File: config.mk
export PLATFORM = sky130hd
export DESIGN_NAME = ps2_key_tracker
export DESIGN_NICKNAME = d
export VERILOG_FILES = /design/src/rtl/ps2_pkg.sv /design/src/rtl/ps2_key_lookup.sv /design/src/rtl/ps2_key_tracker.sv
export SDC_FILE = /design/constraint.sdc
export NUM_CORES = 1
export LEC_CHECK = 0
export BUFFER_PORTS_ARGS = -buffer_cell sky130_fd_sc_hd__buf_2
export CAP_MARGIN = 20
export CORE_MARGIN = 10
export CORE_UTILIZATION = 35
export DETAILED_ROUTE_END_ITERATION = 8
export GPL_TIMING_DRIVEN = 0
export PLACE_DENSITY = 0.58
export RECOVER_POWER = 50
export SKIP_CTS_REPAIR_TIMING = 1
export SYNTH_ARGS = -nofsm -noshare
export SYNTH_HDL_FRONTEND = slang
export SYNTH_HIERARCHICAL = 1
export SYNTH_SLANG_ARGS = --single-unit
File: constraint.sdc
create_clock -name clk -period 4.93 [get_ports clk]
set_clock_uncertainty 0.15 [all_clocks]
set_input_delay 0.493 -clock clk [delete_from_list [all_inputs] [get_ports clk]]
set_output_delay 0.493 -clock clk [all_outputs]
set_load 0.02 [all_outputs]
File: src/rtl/ps2_pkg.sv
// Shared constants, state encoding and helpers for the PS/2 key tracker.
// Build option: define PS2_EXTENDED_KEYS_EN to enable E0-prefixed (extended) key tracking.
package ps2_pkg;

    localparam logic [7:0] PS2_BREAK = 8'hF0;
    localparam logic [7:0] PS2_EXT   = 8'hE0;
    localparam logic [7:0] PS2_BAT   = 8'hAA;
    localparam logic [7:0] PS2_OVR0  = 8'h00;
    localparam logic [7:0] PS2_OVR1  = 8'hFF;

`ifdef PS2_EXTENDED_KEYS_EN
    localparam bit EXT_KEYS_EN = 1'b1;
`else
    localparam bit EXT_KEYS_EN = 1'b0;
`endif

    typedef enum logic [1:0] {
        ST_IDLE    = 2'd0,
        ST_BRK     = 2'd1,
        ST_EXT     = 2'd2,
        ST_EXT_BRK = 2'd3
    } ps2_trk_state_t;

    // BAT completion and both overrun codes force a keyboard-wide release.
    function automatic logic is_release_all(input logic [7:0] c);
        return (c == PS2_BAT) || (c == PS2_OVR0) || (c == PS2_OVR1);
    endfunction

endpackage

File: src/rtl/ps2_key_lookup.sv
// Combinational scan-code matcher: one-hot hit vector over the configured key table.
// With PS2_EXTENDED_KEYS_EN undefined, KEY_EXT is ignored and every key matches in plain context.
module ps2_key_lookup
    import ps2_pkg::*;
#(
    parameter int                       NUM_KEYS  = 9,
    parameter logic [NUM_KEYS*8-1:0]    KEY_CODES = {8'h1C, 8'h2C, 8'h15, 8'h1B, 8'h2D,
                                                     8'h2B, 8'h24, 8'h23, 8'h1D},
    parameter logic [NUM_KEYS-1:0]      KEY_EXT   = '0
) (
    input  logic [7:0]          code,
    input  logic                ext,
    output logic [NUM_KEYS-1:0] hit
);

    always_comb begin
        hit = '0;
        for (int i = 0; i < NUM_KEYS; i++) begin
            if ((KEY_CODES[8*i +: 8] == code) && (!EXT_KEYS_EN || (KEY_EXT[i] == ext))) begin
                hit[i] = 1'b1;
            end
        end
    end

endmodule

File: src/rtl/ps2_key_tracker.sv
// PS/2 set-2 key tracker: prefix FSM, per-key held state, one-cycle make/break pulses.
// Build option: PS2_EXTENDED_KEYS_EN enables the E0 prefix states and KEY_EXT matching.
module ps2_key_tracker
    import ps2_pkg::*;
#(
    parameter int                       NUM_KEYS  = 9,
    parameter logic [NUM_KEYS*8-1:0]    KEY_CODES = {8'h1C, 8'h2C, 8'h15, 8'h1B, 8'h2D,
                                                     8'h2B, 8'h24, 8'h23, 8'h1D},
    parameter logic [NUM_KEYS-1:0]      KEY_EXT   = '0
) (
    input  logic                clk,
    input  logic                reset,
    input  logic                code_valid,
    input  logic [7:0]          code,
    input  logic                par_err,
    output logic [NUM_KEYS-1:0] key_make,
    output logic [NUM_KEYS-1:0] key_break,
    output logic [NUM_KEYS-1:0] key_held,
    output logic                any_held,
    output logic                err_seen,
    output logic [1:0]          state_dbg
);

    ps2_trk_state_t      state_q, state_d;
    logic [NUM_KEYS-1:0] held_q, held_d;
    logic [NUM_KEYS-1:0] make_q, make_d;
    logic [NUM_KEYS-1:0] break_q, break_d;
    logic                any_q, any_d;
    logic                err_q, err_d;
    logic                ext_ctx;
    logic [NUM_KEYS-1:0] hit;

    assign ext_ctx = (state_q == ST_EXT) || (state_q == ST_EXT_BRK);

    ps2_key_lookup #(
        .NUM_KEYS  (NUM_KEYS),
        .KEY_CODES (KEY_CODES),
        .KEY_EXT   (KEY_EXT)
    ) u_lookup (
        .code (code),
        .ext  (ext_ctx),
        .hit  (hit)
    );

    // Input is a single-cycle strobe; nothing changes and no pulse fires without it.
    always_comb begin
        state_d = state_q;
        held_d  = held_q;
        make_d  = '0;
        break_d = '0;
        err_d   = err_q;
        if (code_valid) begin
            if (par_err) begin
                state_d = ST_IDLE;
                err_d   = 1'b1;
            end else if (is_release_all(code)) begin
                break_d = held_q;
                held_d  = '0;
                state_d = ST_IDLE;
            end else if (!(code == PS2_EXT && !EXT_KEYS_EN)) begin
                case (state_q)
                    ST_IDLE: begin
                        if (code == PS2_BREAK) begin
                            state_d = ST_BRK;
                        end else if (code == PS2_EXT) begin
                            state_d = ST_EXT;
                        end else begin
                            make_d = hit & ~held_q;
                            held_d = held_q | hit;
                        end
                    end
                    ST_EXT: begin
                        if (code == PS2_BREAK) begin
                            state_d = ST_EXT_BRK;
                        end else begin
                            make_d  = hit & ~held_q;
                            held_d  = held_q | hit;
                            state_d = ST_IDLE;
                        end
                    end
                    ST_BRK, ST_EXT_BRK: begin
                        // A second F0 is swallowed as a miss rather than re-arming the break.
                        if (code != PS2_BREAK) begin
                            break_d = hit & held_q;
                            held_d  = held_q & ~hit;
                        end
                        state_d = ST_IDLE;
                    end
                    default: state_d = ST_IDLE;
                endcase
            end
        end
        any_d = |held_d;
    end

    always_ff @(posedge clk) begin
        if (reset) begin
            state_q <= ST_IDLE;
            held_q  <= '0;
            make_q  <= '0;
            break_q <= '0;
            any_q   <= 1'b0;
            err_q   <= 1'b0;
        end else begin
            state_q <= state_d;
            held_q  <= held_d;
            make_q  <= make_d;
            break_q <= break_d;
            any_q   <= any_d;
            err_q   <= err_d;
        end
    end

    assign key_make  = make_q;
    assign key_break = break_q;
    assign key_held  = held_q;
    assign any_held  = any_q;
    assign err_seen  = err_q;
    assign state_dbg = state_q;

endmodule
# --- Word-level counts from Yosys, hierarchy flattened ---
# Cells that the tools add are included.
op_classes:
  reduce_logical: 11
  n_lt_le_gt_ge: 0
  shifts: 0
  n_eq_ne: 19
  n_addsub: 0
  n_mux: 26
  n_div: 0
  n_mul: 0
  bitwise_logic: 8
op_table:
  columns: ["operator", "n"]
  rows:
  - ["$mux W9", 10]
  - ["$eq A6 B8 Y1 const A", 5]
  - ["$eq A5 B8 Y1 const A", 4]
  - ["$eq A8 B8 Y1 const B", 4]
  - ["$and A9 B9 Y9", 3]
  - ["$not A9 Y9", 2]
  - ["$pmux W9 S2", 1]
  - ["$mux W2", 5]
  - ["$mux W1", 9]
  - ["$or A9 B9 Y9", 1]
  - ["$reduce_or A9 Y1", 1]
  - ["$logic_not A8 Y1", 1]
  - ["$ne A8 B8 Y1 const B", 1]
  - ["$reduce_or A7 Y1", 1]
  - ["$pmux W2 S3", 1]
  - ["$eq A2 B2 Y1 const B", 2]
  - ["$ne A4 B4 Y1 const B", 1]
  - ["$reduce_or A2 Y1", 2]
  - ["$ne A3 B3 Y1 const B", 1]
  - ["$reduce_and A3 Y1", 1]
  - ["$reduce_or A3 Y1", 1]
  - ["$eq A2 B1 Y1 const B", 1]
  - ["$logic_not A2 Y1", 1]
  - ["$logic_or A1 B1 Y1", 2]
  - ["2 further kinds", 3]
word_totals:
  mem_bits_rw: 0
  rom_bits: 0
  elab_cells: 70
  mem_count: 0
  register_bits: 31
  in_bits: 12
  output_inout_bits: 31
  latch_bits: 0

# --- Depth between registers and ports, before layout ---
depth:
  depth_word: 11
  depth_mapped: 7
  ltp_nobuf: 7

# --- Cells and area by module ---
# Netlist, hierarchy kept.
by_module_without_submodules:
  columns: ["mod", "instances", "area_each_um2", "seq_area_each_um2", "cells_per_inst"]
  rows:
  - ["ps2_key_tracker", 1, 1395.1, 620.6, 159]
  - ["ps2_key_lookup", 1, 113.9, 0.0, 16]

# --- Worst setup path before layout ---
# Ideal clock, no wire load.
synth_path:
  kind: "input-to-reg"
  start: "input code[4]"
  end: "register any_q, in the netlist any_held"
  cell_stages: 7
  arrival_ns: 2.185
  setup_ns: 0.119
  slack_ns: 2.476
  t_required_ns: 4.661
  path_buffers: 0
  path_cell_list: "or4b_4 > nor3_1 > inv_1 > a2111oi_0 > nand4_1 > o22ai_1 > a21oi_1"
synth_between:
  elab_chain_len: 11
  word_cells_on_any_way: 37
  classes_between: "eq/ne (14); mux (16); bitwise (3); reduce/logical (4)"
synth_rtl:
  columns: ["element", "line_no", "source"]
  rows:
  - ["start: declaration", "ps2_key_tracker.sv:14", "input logic [7:0] code,"]
  - ["$eq A6 B8 Y1 (*)", "ps2_key_lookup.sv:19", "if ((KEY_CODES[8*i +: 8] == code) && (!EXT_KEYS_EN || (KEY_EXT[i] == ext))) begin"]
  - ["$mux W1 (*)", "ps2_key_lookup.sv:19", null]
  - ["net hit[4]", "ps2_key_tracker.sv:31", "logic [NUM_KEYS-1:0] hit;"]
  - ["$not A9 Y9", "ps2_key_tracker.sv:85", "held_d = held_q & ~hit;"]
  - ["$and A9 B9 Y9", "ps2_key_tracker.sv:85", null]
  - ["$mux W9", "ps2_key_tracker.sv:83", "if (code != PS2_BREAK) begin"]
  - ["$pmux W9 S2 (*)", "ps2_key_tracker.sv:61", "case (state_q)"]
  - ["$mux W9 (*)", "ps2_key_tracker.sv:60", "end else if (!(code == PS2_EXT && !EXT_KEYS_EN)) begin"]
  - ["$mux W9 (*)", "ps2_key_tracker.sv:56", "end else if (is_release_all(code)) begin"]
  - ["$mux W9 (*)", "ps2_key_tracker.sv:53", "if (par_err) begin"]
  - ["$mux W9 (*)", "ps2_key_tracker.sv:52", "if (code_valid) begin"]
  - ["$reduce_or A9 Y1 (*)", "ps2_key_tracker.sv:93", "any_d = |held_d;"]
  - ["end signal: assignment", "ps2_key_tracker.sv:109", "any_q <= any_d;"]
  - ["end: declaration", "ps2_key_tracker.sv:28", "logic any_q, any_d;"]
# The timed path passes the listed nets; every way through them passes the cells marked *.
# A chain may end at the register's enable or synchronous reset.

# --- Final worst setup path ---
# Ends and elaborated chain as after synthesis.

==> out/qor_table.md <==
| Step | Item | Value |
| --- | --- | --- |
| critical path | Crit path DAT | 2910 ps |
| power and ir drop | Static Leakage | 0.541 nW |
| drt | 1st-iter DRT viols | 197 |
| critical path | Category of the critical setup timing path | in2reg |
| placed design | HPWL after detailed placement | 3130 um |
| clocking | Number of buffers inserted during clock tree synthesis | 5 |
| yosys | Synth warn | 6 |
| critical path | Critical path startpoint category | primary input |
| drt | Post-DRT Antenna Nets | 0 |
| critical path | Peak fanout along the critical path | 7 |
| placed design | Cell area after placement | 0.00178 mm2 |
| floorplanning | Width of the chip | 85.6 um |
| yosys | Synthesized area | 0.00151 mm2 |
| layout | FF+latch area | 621 um2 |
| clocking | Maximum level of the CTS H-tree | 2 |
| sta | Max Freq | 0.345 GHz |
| global route | Maximum number of pins on one net before global-route repair | 11 |
| power and ir drop | Proportion of power drawn by the clock network | 39.6% |
| critical path | Nature of the critical path endpoint | flip-flop |
| floorplanning | Standard-cell rows | 23 |
| power and ir drop | Reported net switching power | 0.112 mW |
| sta | Slew at the pin closest to its max-slew limit | 979 ps |
| layout | Share of final-layout standard cells stronger than drive strength 1 | 18.8% |
| critical path | Sequence of cells on the critical path | buf_2, or4b_4, nor3_1, inv_1, a2111oi_0, nand4_1, o22ai_1, a21oi_1 |
| global route | Number of global-route vias before repair | 1484 |
| sta | Setup repair after global routing missed its margin | no |
| power and ir drop | Overall power consumption | 0.472 mW |
| layout | Final cell area excluding filler cells | 0.00182 mm2 |
| global route | Total track usage | 11.9% |
| sta | Final setup violation count | 0 |
| clocking | # clock sinks | 31 |
| layout | Final-layout fill cell count | 437 |
| layout | Synthesis-to-layout area growth | 20.9% |
| floorplanning | Die Y | 85.6 um |
| placed design | Dpl cells | 266 |
| yosys | Gate Count Post-Synth | 174 |
| floorplanning | Die area | 0.00732 mm2 |
| drt | Detailed-route DRC error count | 0 |
| placed design | Count of input and output buffers | 42 |
| sta | Pins over their slew limit | 0 |
| min path | Worst min-delay path class | reg2reg |
| critical path | Max incr delay on CP | 580 ps |
| sta | Max-Slew Margin vs Limit | 34.1% |
| power and ir drop | Internal | 0.360 mW |
| floorplanning | Initial core utilization | 36.8% |
| power and ir drop | Fraction of power consumed by sequential logic | 53.4% |
| layout | Antenna Cells | 0 |
| clocking | Worst-Skew Late Latency | 280 ps |
| global route | GRT Residual Overflow | 0 |
| drt | Wirelength, routed | 4300 um |
| critical path | Req. time, crit path | 4940 ps |
| floorplanning | Placeable core area | 0.00409 mm2 |
| power and ir drop | Largest vdd supply drop | 122 uV |
| floorplanning | Count of pins on the block boundary | 43 |
| layout | Final Net Count | 235 |
| status | Status | finished clean |
| power and ir drop | PD cells | 259 mW/mm2 |
| clocking | CTS tree | built |
| layout | Finished Core Util | 44.5% |
| layout | Non-filler cells, final | 274 |
| drt | WL per Instance | 15.7 um |
| clocking | Clock Tree Root | sky130_fd_sc_hd__clkbuf_8 |
| layout | Total area of multi-input combinational cells | 832 um2 |
| placed design | Gp weighted congestion | 0.804 |
| critical path | Cell at the slowest stage of the critical path | sky130_fd_sc_hd__or4b_4 |
| drt | Via total after detailed routing | 1446 |
| drt | Drt via density | 5.28 |
| sta | Minimum period implied by the final worst setup slack | 2900 ps |
| global route | Initial antenna violation count | 0 |
| power and ir drop | Fraction of power consumed by combinational cells | 7.0% |
| sta | Setup TNS | 0 ps |
| global route | Global-route wire length before repair | 7190 um |
| clocking | Max Root-Sink Buffers | 2 |
| flow run | Max-capacitance violation count | 0 |
| sta | Number of failing hold endpoints at the final stage | 0 |
| yosys | Post-synth net total | 186 |
| critical path | Register-to-Register Setup Slack | 3160 ps |
| drt | Pre-Repair DR Iteration Count | 4 |
| power and ir drop | Sw frac | 23.8% |
| yosys | Syn_area_per_cell | 8.65 um2 |
| clocking | Clock transition time at the flip-flop clock pins of the worst setup and hold paths | 60 ps |
| sta | Final clock period utilization by the worst path | 58.8% |
==> placed cells by master (no fill, tap or decap), drive strengths merged, types with 3 or more instances in the layout <==
master / count
a21oi: 24
buf: 15
clkbuf: 41
dfxtp: 31
inv: 4
nand2: 28
nand2b: 5
nand3: 9
nand4: 4
nor2: 8
nor2b: 3
nor3: 10
nor3b: 7
nor4: 6
o211ai: 8
o21ai: 3
==> through the flow <==
stage	hold slack (ps)	setup WS (ps)
floorplan	402	2480
global placement	304	1730
detailed placement	312	1760
CTS	300	2060
global route	349	1990
finish	326	2030
==> power by group through the flow <==
stage	sequential, mW	clock (mW)	combinational, mW
after CTS	0.252	0.192	0.0333
after global placement	0.257	0	0.0332
after floorplan	0.259	0	0.0166
after global routing	0.252	0.203	0.0371
after detailed placement	0.257	0	0.0333
final	0.252	0.187	0.0333
==> routing by layer <==
layer	up-vias	track usage, %	routed length [um]
li1	730	-	-
met1	670	14.5	2030
met2	40	18.5	1940
met3	6	4.54	277
met4	0	4.34	46
met5	-	0	0
==> final timing paths <==
kind	start	endpoint	cells after the start
min reg2reg	err_seen	err_seen	2
max	code[4]	any_held	8
min	err_seen	err_seen	2
max reg2reg	key_held[6]	any_held	5
==> critical path: cells and delay by family <==
kind | cells | cell delay [ps]
AO/OA/AOI/OAI | 3 | 810
buffers and inverters | 2 | 260
AND/OR/NAND/NOR | 3 | 1340
==> registers in the layout (all words and copies together), names as in the netlist <==
signal,cells
key_make,9
err_seen,1
key_break,9
state_dbg,2
key_held,9
any_held,1
==> final cells by class <==
type / count / share of cell area, %
clock buffers: 7 / 4.19
repair buffers: 42 / 9.42
plain buffers: 7 / 2.06
clock inverters: 1 / 0.275
flip-flops and latches: 31 / 34.1
inverters: 4 / 0.825
multi-input cells: 132 / 45.7
well taps: 50 / 3.44
Power figures use the tool's default switching activity.
